File: src/rtl/mem_arbiter_pkg.sv
// Shared types and defaults for the instruction/data memory arbiter.
package xr_mem_pkg;

    localparam int AW_DEFAULT   = 32;
    localparam int DW_DEFAULT   = 32;
    localparam int STARVE_CNT_W = 4;

    // Owner of the read whose data is on mem_rdata this cycle.
    typedef enum logic [1:0] {
        OWN_NONE = 2'd0,
        OWN_IF   = 2'd1,
        OWN_D    = 2'd2
    } mem_owner_t;

endpackage

File: src/rtl/mem_arbiter_if.sv
// Bundle of fetch, data and memory-side signals around the arbiter.
// master = the arbiter itself, slave = core ports plus SRAM.
interface mem_arbiter_if #(
    parameter int AW = 32,
    parameter int DW = 32
);
    logic          if_req;
    logic [AW-1:0] if_addr;
    logic          if_gnt;
    logic          if_rvalid;
    logic [DW-1:0] if_rdata;

    logic            d_req;
    logic [AW-1:0]   d_addr;
    logic            d_wr_en;
    logic [DW/8-1:0] d_be;
    logic [DW-1:0]   d_wdata;
    logic            d_gnt;
    logic            d_rvalid;
    logic [DW-1:0]   d_rdata;

    logic            mem_en;
    logic [AW-1:0]   mem_addr;
    logic            mem_wr_en;
    logic [DW/8-1:0] mem_be;
    logic [DW-1:0]   mem_wdata;
    logic            mem_ready;
    logic [DW-1:0]   mem_rdata;

    modport master (
        input  if_req, if_addr, d_req, d_addr, d_wr_en, d_be, d_wdata,
               mem_ready, mem_rdata,
        output if_gnt, if_rvalid, if_rdata, d_gnt, d_rvalid, d_rdata,
               mem_en, mem_addr, mem_wr_en, mem_be, mem_wdata
    );

    modport slave (
        output if_req, if_addr, d_req, d_addr, d_wr_en, d_be, d_wdata,
               mem_ready, mem_rdata,
        input  if_gnt, if_rvalid, if_rdata, d_gnt, d_rvalid, d_rdata,
               mem_en, mem_addr, mem_wr_en, mem_be, mem_wdata
    );

endinterface

File: src/rtl/mem_arbiter_starve_cnt.sv
// Saturating counter of consecutive data grants taken while fetch waits.
import xr_mem_pkg::*;

module starve_cnt #(
    parameter int LIMIT = 4
) (
    input  logic                    clk,
    input  logic                    rst,
    input  logic                    clr,
    input  logic                    inc,
    output logic [STARVE_CNT_W-1:0] cnt,
    output logic                    at_limit
);

    localparam logic [STARVE_CNT_W-1:0] LIMIT_V = STARVE_CNT_W'(LIMIT);

    logic [STARVE_CNT_W-1:0] cnt_reg;
    logic [STARVE_CNT_W-1:0] cnt_next;

    always_comb begin
        cnt_next = cnt_reg;
        if (clr) begin
            cnt_next = '0;
        end else if (inc && (cnt_reg < LIMIT_V)) begin
            cnt_next = cnt_reg + 1'b1;
        end
    end

    always_ff @(posedge clk) begin
        if (rst) begin
            cnt_reg <= '0;
        end else begin
            cnt_reg <= cnt_next;
        end
    end

    assign cnt      = cnt_reg;
    assign at_limit = (cnt_reg >= LIMIT_V);

endmodule

File: src/rtl/mem_arbiter.sv
// Fetch/data arbiter for one single-port SRAM with 1-cycle read latency.
// Data has priority; a starvation counter hands fetch a slot after STARVE_MAX data grants.
import xr_mem_pkg::*;

module mem_arbiter #(
    parameter int AW         = AW_DEFAULT,
    parameter int DW         = DW_DEFAULT,
    parameter int STARVE_MAX = 4
) (
    input  logic          clk,
    input  logic          rst,
    mem_arbiter_if.master bus
);

    localparam int BW = DW / 8;

    logic                    fetch_win;
    logic                    data_win;
    logic                    starve_at_limit;
    logic [STARVE_CNT_W-1:0] starve_val;
    logic [AW-1:0]           sel_addr;
    mem_owner_t              resp_own_reg;
    mem_owner_t              resp_own_next;

    // Requests are combinational into grants, so reset must mask them here.
    always_comb begin
        fetch_win = 1'b0;
        data_win  = 1'b0;
        if (!rst) begin
            fetch_win = bus.if_req && (!bus.d_req || starve_at_limit);
            data_win  = bus.d_req && !fetch_win;
        end
    end

    assign sel_addr      = fetch_win ? bus.if_addr : bus.d_addr;
    assign bus.mem_en    = fetch_win || data_win;
    assign bus.mem_addr  = sel_addr;
    assign bus.mem_wr_en = data_win && bus.d_wr_en;
    assign bus.mem_wdata = bus.d_wdata;
    assign bus.if_gnt    = fetch_win && bus.mem_ready;
    assign bus.d_gnt     = data_win && bus.mem_ready;

    genvar gi;
    generate
        for (gi = 0; gi < BW; gi++) begin : g_be
            assign bus.mem_be[gi] = fetch_win || bus.d_be[gi];
        end
    endgenerate

    starve_cnt #(
        .LIMIT (STARVE_MAX)
    ) u_starve (
        .clk      (clk),
        .rst      (rst),
        .clr      (bus.if_gnt || !bus.if_req),
        .inc      (bus.d_gnt && bus.if_req),
        .cnt      (starve_val),
        .at_limit (starve_at_limit)
    );

    // Response-owner tracker: state register, next state, outputs.
    always_ff @(posedge clk) begin
        if (rst) begin
            resp_own_reg <= OWN_NONE;
        end else begin
            resp_own_reg <= resp_own_next;
        end
    end

    always_comb begin
        resp_own_next = OWN_NONE;
        if (bus.if_gnt) begin
            resp_own_next = OWN_IF;
        end else if (bus.d_gnt && !bus.d_wr_en) begin
            resp_own_next = OWN_D;
        end
    end

    // rst also masks rvalid so a read granted just before reset is dropped.
    always_comb begin
        bus.if_rvalid = (resp_own_reg == OWN_IF) && !rst;
        bus.d_rvalid  = (resp_own_reg == OWN_D) && !rst;
        bus.if_rdata  = bus.mem_rdata;
        bus.d_rdata   = bus.mem_rdata;
    end

endmodule

File: src/flat_wrapper.sv
// flat-port wrapper written by rule: the top's interface ports become plain ports
module mem_arbiter_flat 
#(
    parameter int AW         = AW_DEFAULT,
    parameter int DW         = DW_DEFAULT,
    parameter int STARVE_MAX = 4
)
  (clk, rst, bus_if_req, bus_if_addr, bus_d_req, bus_d_addr, bus_d_wr_en, bus_d_be, bus_d_wdata, bus_mem_ready, bus_mem_rdata, bus_if_gnt, bus_if_rvalid, bus_if_rdata, bus_d_gnt, bus_d_rvalid, bus_d_rdata, bus_mem_en, bus_mem_addr, bus_mem_wr_en, bus_mem_be, bus_mem_wdata);
  mem_arbiter_if #(.AW(AW), .DW(DW)) bus_i ();
  input  logic clk;
  input  logic rst;
  input wire logic [$bits(bus_i.if_req)-1:0] bus_if_req;
  input wire logic [$bits(bus_i.if_addr)-1:0] bus_if_addr;
  input wire logic [$bits(bus_i.d_req)-1:0] bus_d_req;
  input wire logic [$bits(bus_i.d_addr)-1:0] bus_d_addr;
  input wire logic [$bits(bus_i.d_wr_en)-1:0] bus_d_wr_en;
  input wire logic [$bits(bus_i.d_be)-1:0] bus_d_be;
  input wire logic [$bits(bus_i.d_wdata)-1:0] bus_d_wdata;
  input wire logic [$bits(bus_i.mem_ready)-1:0] bus_mem_ready;
  input wire logic [$bits(bus_i.mem_rdata)-1:0] bus_mem_rdata;
  output wire logic [$bits(bus_i.if_gnt)-1:0] bus_if_gnt;
  output wire logic [$bits(bus_i.if_rvalid)-1:0] bus_if_rvalid;
  output wire logic [$bits(bus_i.if_rdata)-1:0] bus_if_rdata;
  output wire logic [$bits(bus_i.d_gnt)-1:0] bus_d_gnt;
  output wire logic [$bits(bus_i.d_rvalid)-1:0] bus_d_rvalid;
  output wire logic [$bits(bus_i.d_rdata)-1:0] bus_d_rdata;
  output wire logic [$bits(bus_i.mem_en)-1:0] bus_mem_en;
  output wire logic [$bits(bus_i.mem_addr)-1:0] bus_mem_addr;
  output wire logic [$bits(bus_i.mem_wr_en)-1:0] bus_mem_wr_en;
  output wire logic [$bits(bus_i.mem_be)-1:0] bus_mem_be;
  output wire logic [$bits(bus_i.mem_wdata)-1:0] bus_mem_wdata;
  assign bus_i.if_req = bus_if_req;
  assign bus_i.if_addr = bus_if_addr;
  assign bus_i.d_req = bus_d_req;
  assign bus_i.d_addr = bus_d_addr;
  assign bus_i.d_wr_en = bus_d_wr_en;
  assign bus_i.d_be = bus_d_be;
  assign bus_i.d_wdata = bus_d_wdata;
  assign bus_i.mem_ready = bus_mem_ready;
  assign bus_i.mem_rdata = bus_mem_rdata;
  assign bus_if_gnt = bus_i.if_gnt;
  assign bus_if_rvalid = bus_i.if_rvalid;
  assign bus_if_rdata = bus_i.if_rdata;
  assign bus_d_gnt = bus_i.d_gnt;
  assign bus_d_rvalid = bus_i.d_rvalid;
  assign bus_d_rdata = bus_i.d_rdata;
  assign bus_mem_en = bus_i.mem_en;
  assign bus_mem_addr = bus_i.mem_addr;
  assign bus_mem_wr_en = bus_i.mem_wr_en;
  assign bus_mem_be = bus_i.mem_be;
  assign bus_mem_wdata = bus_i.mem_wdata;
  mem_arbiter #(.AW(AW), .DW(DW), .STARVE_MAX(STARVE_MAX)) u_core (.clk(clk), .rst(rst), .bus(bus_i));
endmodule
File: config.mk
export PLATFORM = sky130hd
export DESIGN_NAME = mem_arbiter_flat
export DESIGN_NICKNAME = d
export VERILOG_FILES = /design/src/rtl/mem_arbiter_pkg.sv /design/src/rtl/mem_arbiter_if.sv /design/src/rtl/mem_arbiter_starve_cnt.sv /design/src/rtl/mem_arbiter.sv /design/src/flat_wrapper.sv
export SDC_FILE = /design/constraint.sdc
export NUM_CORES = 1
export LEC_CHECK = 0
export ABC_AREA = 0
export ABC_CLOCK_PERIOD_IN_PS = 1400
export CORE_AREA = 2 2 108 110
export DETAILED_ROUTE_END_ITERATION = 10
export DIE_AREA = 0 0 110 112
export PLACE_DENSITY_LB_ADDON = 0.2
export REMOVE_ABC_BUFFERS = 1
export SETUP_SLACK_MARGIN = 0.05
export SKIP_LAST_GASP = 1
export SLEW_MARGIN = 20
export SYNTH_ARGS = -nofsm -noshare
export SYNTH_HDL_FRONTEND = slang
export SYNTH_SLANG_ARGS = --single-unit
File: constraint.sdc
create_clock -name clk -period 1.4 [get_ports clk]
set_input_delay 0.21 -clock clk [delete_from_list [all_inputs] [get_ports clk]]
set_output_delay 0.21 -clock clk [all_outputs]
set_load 0.05 [all_outputs]
==> results of run 1 <==
-- worst register-to-register path, cell delays in order, from the launching register on --
cell and delay (ns):
dfxtp_1 0.30, or3b_4 0.43, buf_4 0.15, buf_6 0.11, a211oi_1 0.20
-- repair_timing --
action,CTS,global route
gates cloned,3,0
gates resized for setup,68,12
setup buffers,7,2
hold buffers,0,0
setup endpoints to repair,42,40
pin swaps,5,2
-- worst max-delay path by stage --
stage / slack (ns) / to / start
after floorplan: -0.35 / bus_mem_addr[17] / u_core.u_starve.cnt[2]
after global placement: -0.72 / bus_mem_addr[28] / bus_d_req
after detailed placement: -0.73 / bus_mem_addr[29] / bus_d_req
after CTS: -0.60 / bus_mem_addr[1] / u_core.u_starve.cnt[3]
after global routing: -0.62 / bus_mem_addr[28] / u_core.u_starve.cnt[2]
final: -0.58 / bus_mem_addr[29] / u_core.u_starve.cnt[2]
-- cell families after synthesis --
| family | count (synthesis) | synth area share (%) |
|---|---|---|
| buffers and inverters | 100 | 50.2 |
| muxes | 32 | 28.1 |
| and+or+nand+nor | 24 | 11.4 |
| DFF | 6 | 7.74 |
| AOI/OAI and AO/OA | 5 | 1.77 |
| adders and majority gates | 1 | 0.806 |
-- power by group --
part           switching [mW]  leakage (nW)  internal [mW]
Clock                  0.0997        0.0370          0.367
Combinational           0.450          1.15          0.529
Sequential            0.00156        0.0491          0.175
Total                   0.551          1.23           1.07
-- layer usage --
layer / vias to the layer above / track usage (%)
met5: - / 3.78
met3: 12 / 26.7
met4: 0 / 1.69
met2: 221 / 22.7
met1: 574 / 15.0
li1: 549 / -
-- stage by stage --
stage	util [%]	total power, mW	cells	worst slack, ns	setup TNS (ns)
finish	24.2	1.62	355	-0.577	-19.79
global route	24.2	1.68	355	-0.625	-21.45
CTS	23.8	1.62	353	-0.604	-20.78
detailed placement	19.7	1.01	340	-0.732	-26.39
global placement	19.7	1.01	340	-0.718	-25.96
floorplan	-	0.613	68	-0.349	-9.07
-- final cells by class --
cell class / instances / area, um^2 / area share [%]
clock buffers: 3 / 75.1 / 2.77
repair buffers: 141 / 1610 / 59.5
well taps: 143 / 179 / 6.61
multi-input cells: 62 / 721 / 26.6
flip-flops and latches: 6 / 121 / 4.48
-- cell usage in the layout (no fill, tap or decap), types with 5 or more instances in the layout --
master,count
mux2_4,32
buf_12,9
nand2b_1,6
buf_8,11
buf_6,32
clkdlybuf4s50_1,70
buf_4,13
dfxtp_1,5
==> impl_metrics.csv, run 1 <==
group,metric,value,unit
outcome,status,"finished with violations",
outcome,violations,"negative setup slack",
die,core,11200,um^2
yosys,post-synth-top-count-cell,"buf_4",
final_layout,stdcell_area,2710,um^2
pwr,ir_worst_vdd,0.325,mV
timing,setup_viol,39,
yosys,synth_top_area_share,46.5,%
timing,finalMaxSlewViolations,0,
route,wl_met3,3670,um
timing,rsz0062_at_grt,"yes",
route,via_count,1356,
worst_setup_path,worstRegToRegCells,4,
route,maxUsedRoutingLayer,"met4",
worst_setup_path,max_stage_delay,0.43,ns
route,vias_per_cell,3.82,
hold_path,hold_path.class,"input port to primary output",
clock_tree,clock_path_buffers,2,
route,drtAntennaViolNets,0,
worst_setup_path,worstReg2RegStart,"u_core.u_starve.cnt[2]",
timing,slew_headroom,79.7,%
yosys,avgSynthCellArea,9.24,um^2
clock_tree,clock_latency,0.23,ns
timing,skew,0.000798,ns
hold_path,whs_path_depth,0,
clock_tree,cts_tree,"done",
die,die-area,12300,um^2
worst_setup_path,cp_slowest_cell,"or3b_4",
yosys,synth-seq-cells,6,
worst_setup_path,required,1.19,ns
grt,grt_max_degree,8,
yosys,synthArstFlopShare,0,%
place,dpl.hpwl,10000,um
route,wl_per_cell,31.9,um
place,place_area,2200,um^2
yosys,synth_area,1550,um^2
die,start_util,13.9,%
final_layout,largest_register_ffs,4,
clock_tree,cts.sinks,6,
worst_setup_path,worst-path-stages,6,
yosys,yosysSeqAreaShare,7.74,%
final_layout,nets,353,
yosys,syn_inst,168,
worst_setup_path,critPathBufInv,3,
worst_setup_path,ff2ff_setup_slack,0.13,ns
clock_tree,cts_buffers,3,
place,place_congestion,0.840,
hold_path,min_from,"bus_d_wdata[19]",
hold_path,holdPathEnd,"bus_mem_wdata[19]",
die,pin_count,276,
timing,holdWs,0.421,ns
worst_setup_path,path_delay_family,"simple AND/OR/NAND/NOR gates",
timing,fmax,0.506,GHz
worst_setup_path,worstReg2RegEnd,"u_core.u_starve.cnt[2]",
timing,tightest_slew,0.303,ns
yosys,synth_area_leaders,"buf_4 46%, mux2_4 19%, dfxtp_1 7.7%",
route,route.met2.wl,4480,um
pwr,p_per_area,599,nW/um^2
clock_tree,cts-root-buf,"clkbuf_16",
grt,gr-usage-all-layers,17.4,%
yosys,netlist-cell-type-count,23,
route,first_pass_iters,4,
grt,grt_pass1_wl,14000,um
clock_tree,cts_htree_levels,1,
worst_setup_path,path_cells,"or3b_4 -> nand2_8 -> buf_12 -> buf_12 -> mux2_4 -> buf_8",
yosys,yosys_warnings,0,
yosys,yosys.area.top_type,"buf_4",
die,die_h,112,um
worst_setup_path,endpoint_kind,"primary output",
run,drv_cap,0,
grt,overflow,0,
route,wl_met1,3100,um
clock_tree,clk_pin_slew,0.03,ns
worst_setup_path,worst-setup-path-type,"flip-flop to primary output",
route,drc,0,
worst_setup_path,critPathLaunchType,"flip-flop",
grt,grt_antenna_before_repair,0,
final_layout,num-fill-cells,1161,
die,rows,39,
grt,grt_pass1_vias,1397,
timing,fin_ws,-0.577,ns
place,io_buffers,115,
worst_setup_path,path_common_cell,"buf_12",
yosys,synth_edf_count,0,
worst_setup_path,arrival,1.77,ns
final_layout,layout-drive-gt1-share,53.3,%
pwr,p_leak,1.23,nW
timing,finalCritPeriodShare,141,%
final_layout,diodes,0,
die,die_x,110,um
route,drt_iter0_markers,51,
yosys,ys_top_cells_by_count,"96 x buf_4, 20 x mux2_4, 7 x nand2b_1",
timing,period_needed,1.98,ns
timing,finalHoldViolations,0,
final_layout,area_growth_syn_to_layout,74.6,%
yosys,ys.flop_type,"dfxtp_1",
worst_setup_path,worstPathMaxFanout,5,
route,routed_wl,11300,um
(Power assumes the default switching activity.)
==> run 2, diff against run 1 <==
--- a/config.mk
+++ b/config.mk
@@ -8,6 +8,7 @@
 export ABC_AREA = 0
 export ABC_CLOCK_PERIOD_IN_PS = 1400
 export CORE_AREA = 2 2 108 110
+export CTS_CLUSTER_DIAMETER = 40
 export DETAILED_ROUTE_END_ITERATION = 10
 export DIE_AREA = 0 0 110 112
 export PLACE_DENSITY_LB_ADDON = 0.2
==> results of run 2 <==
The final DEF is identical to that of run 1; final timing and power are the same.
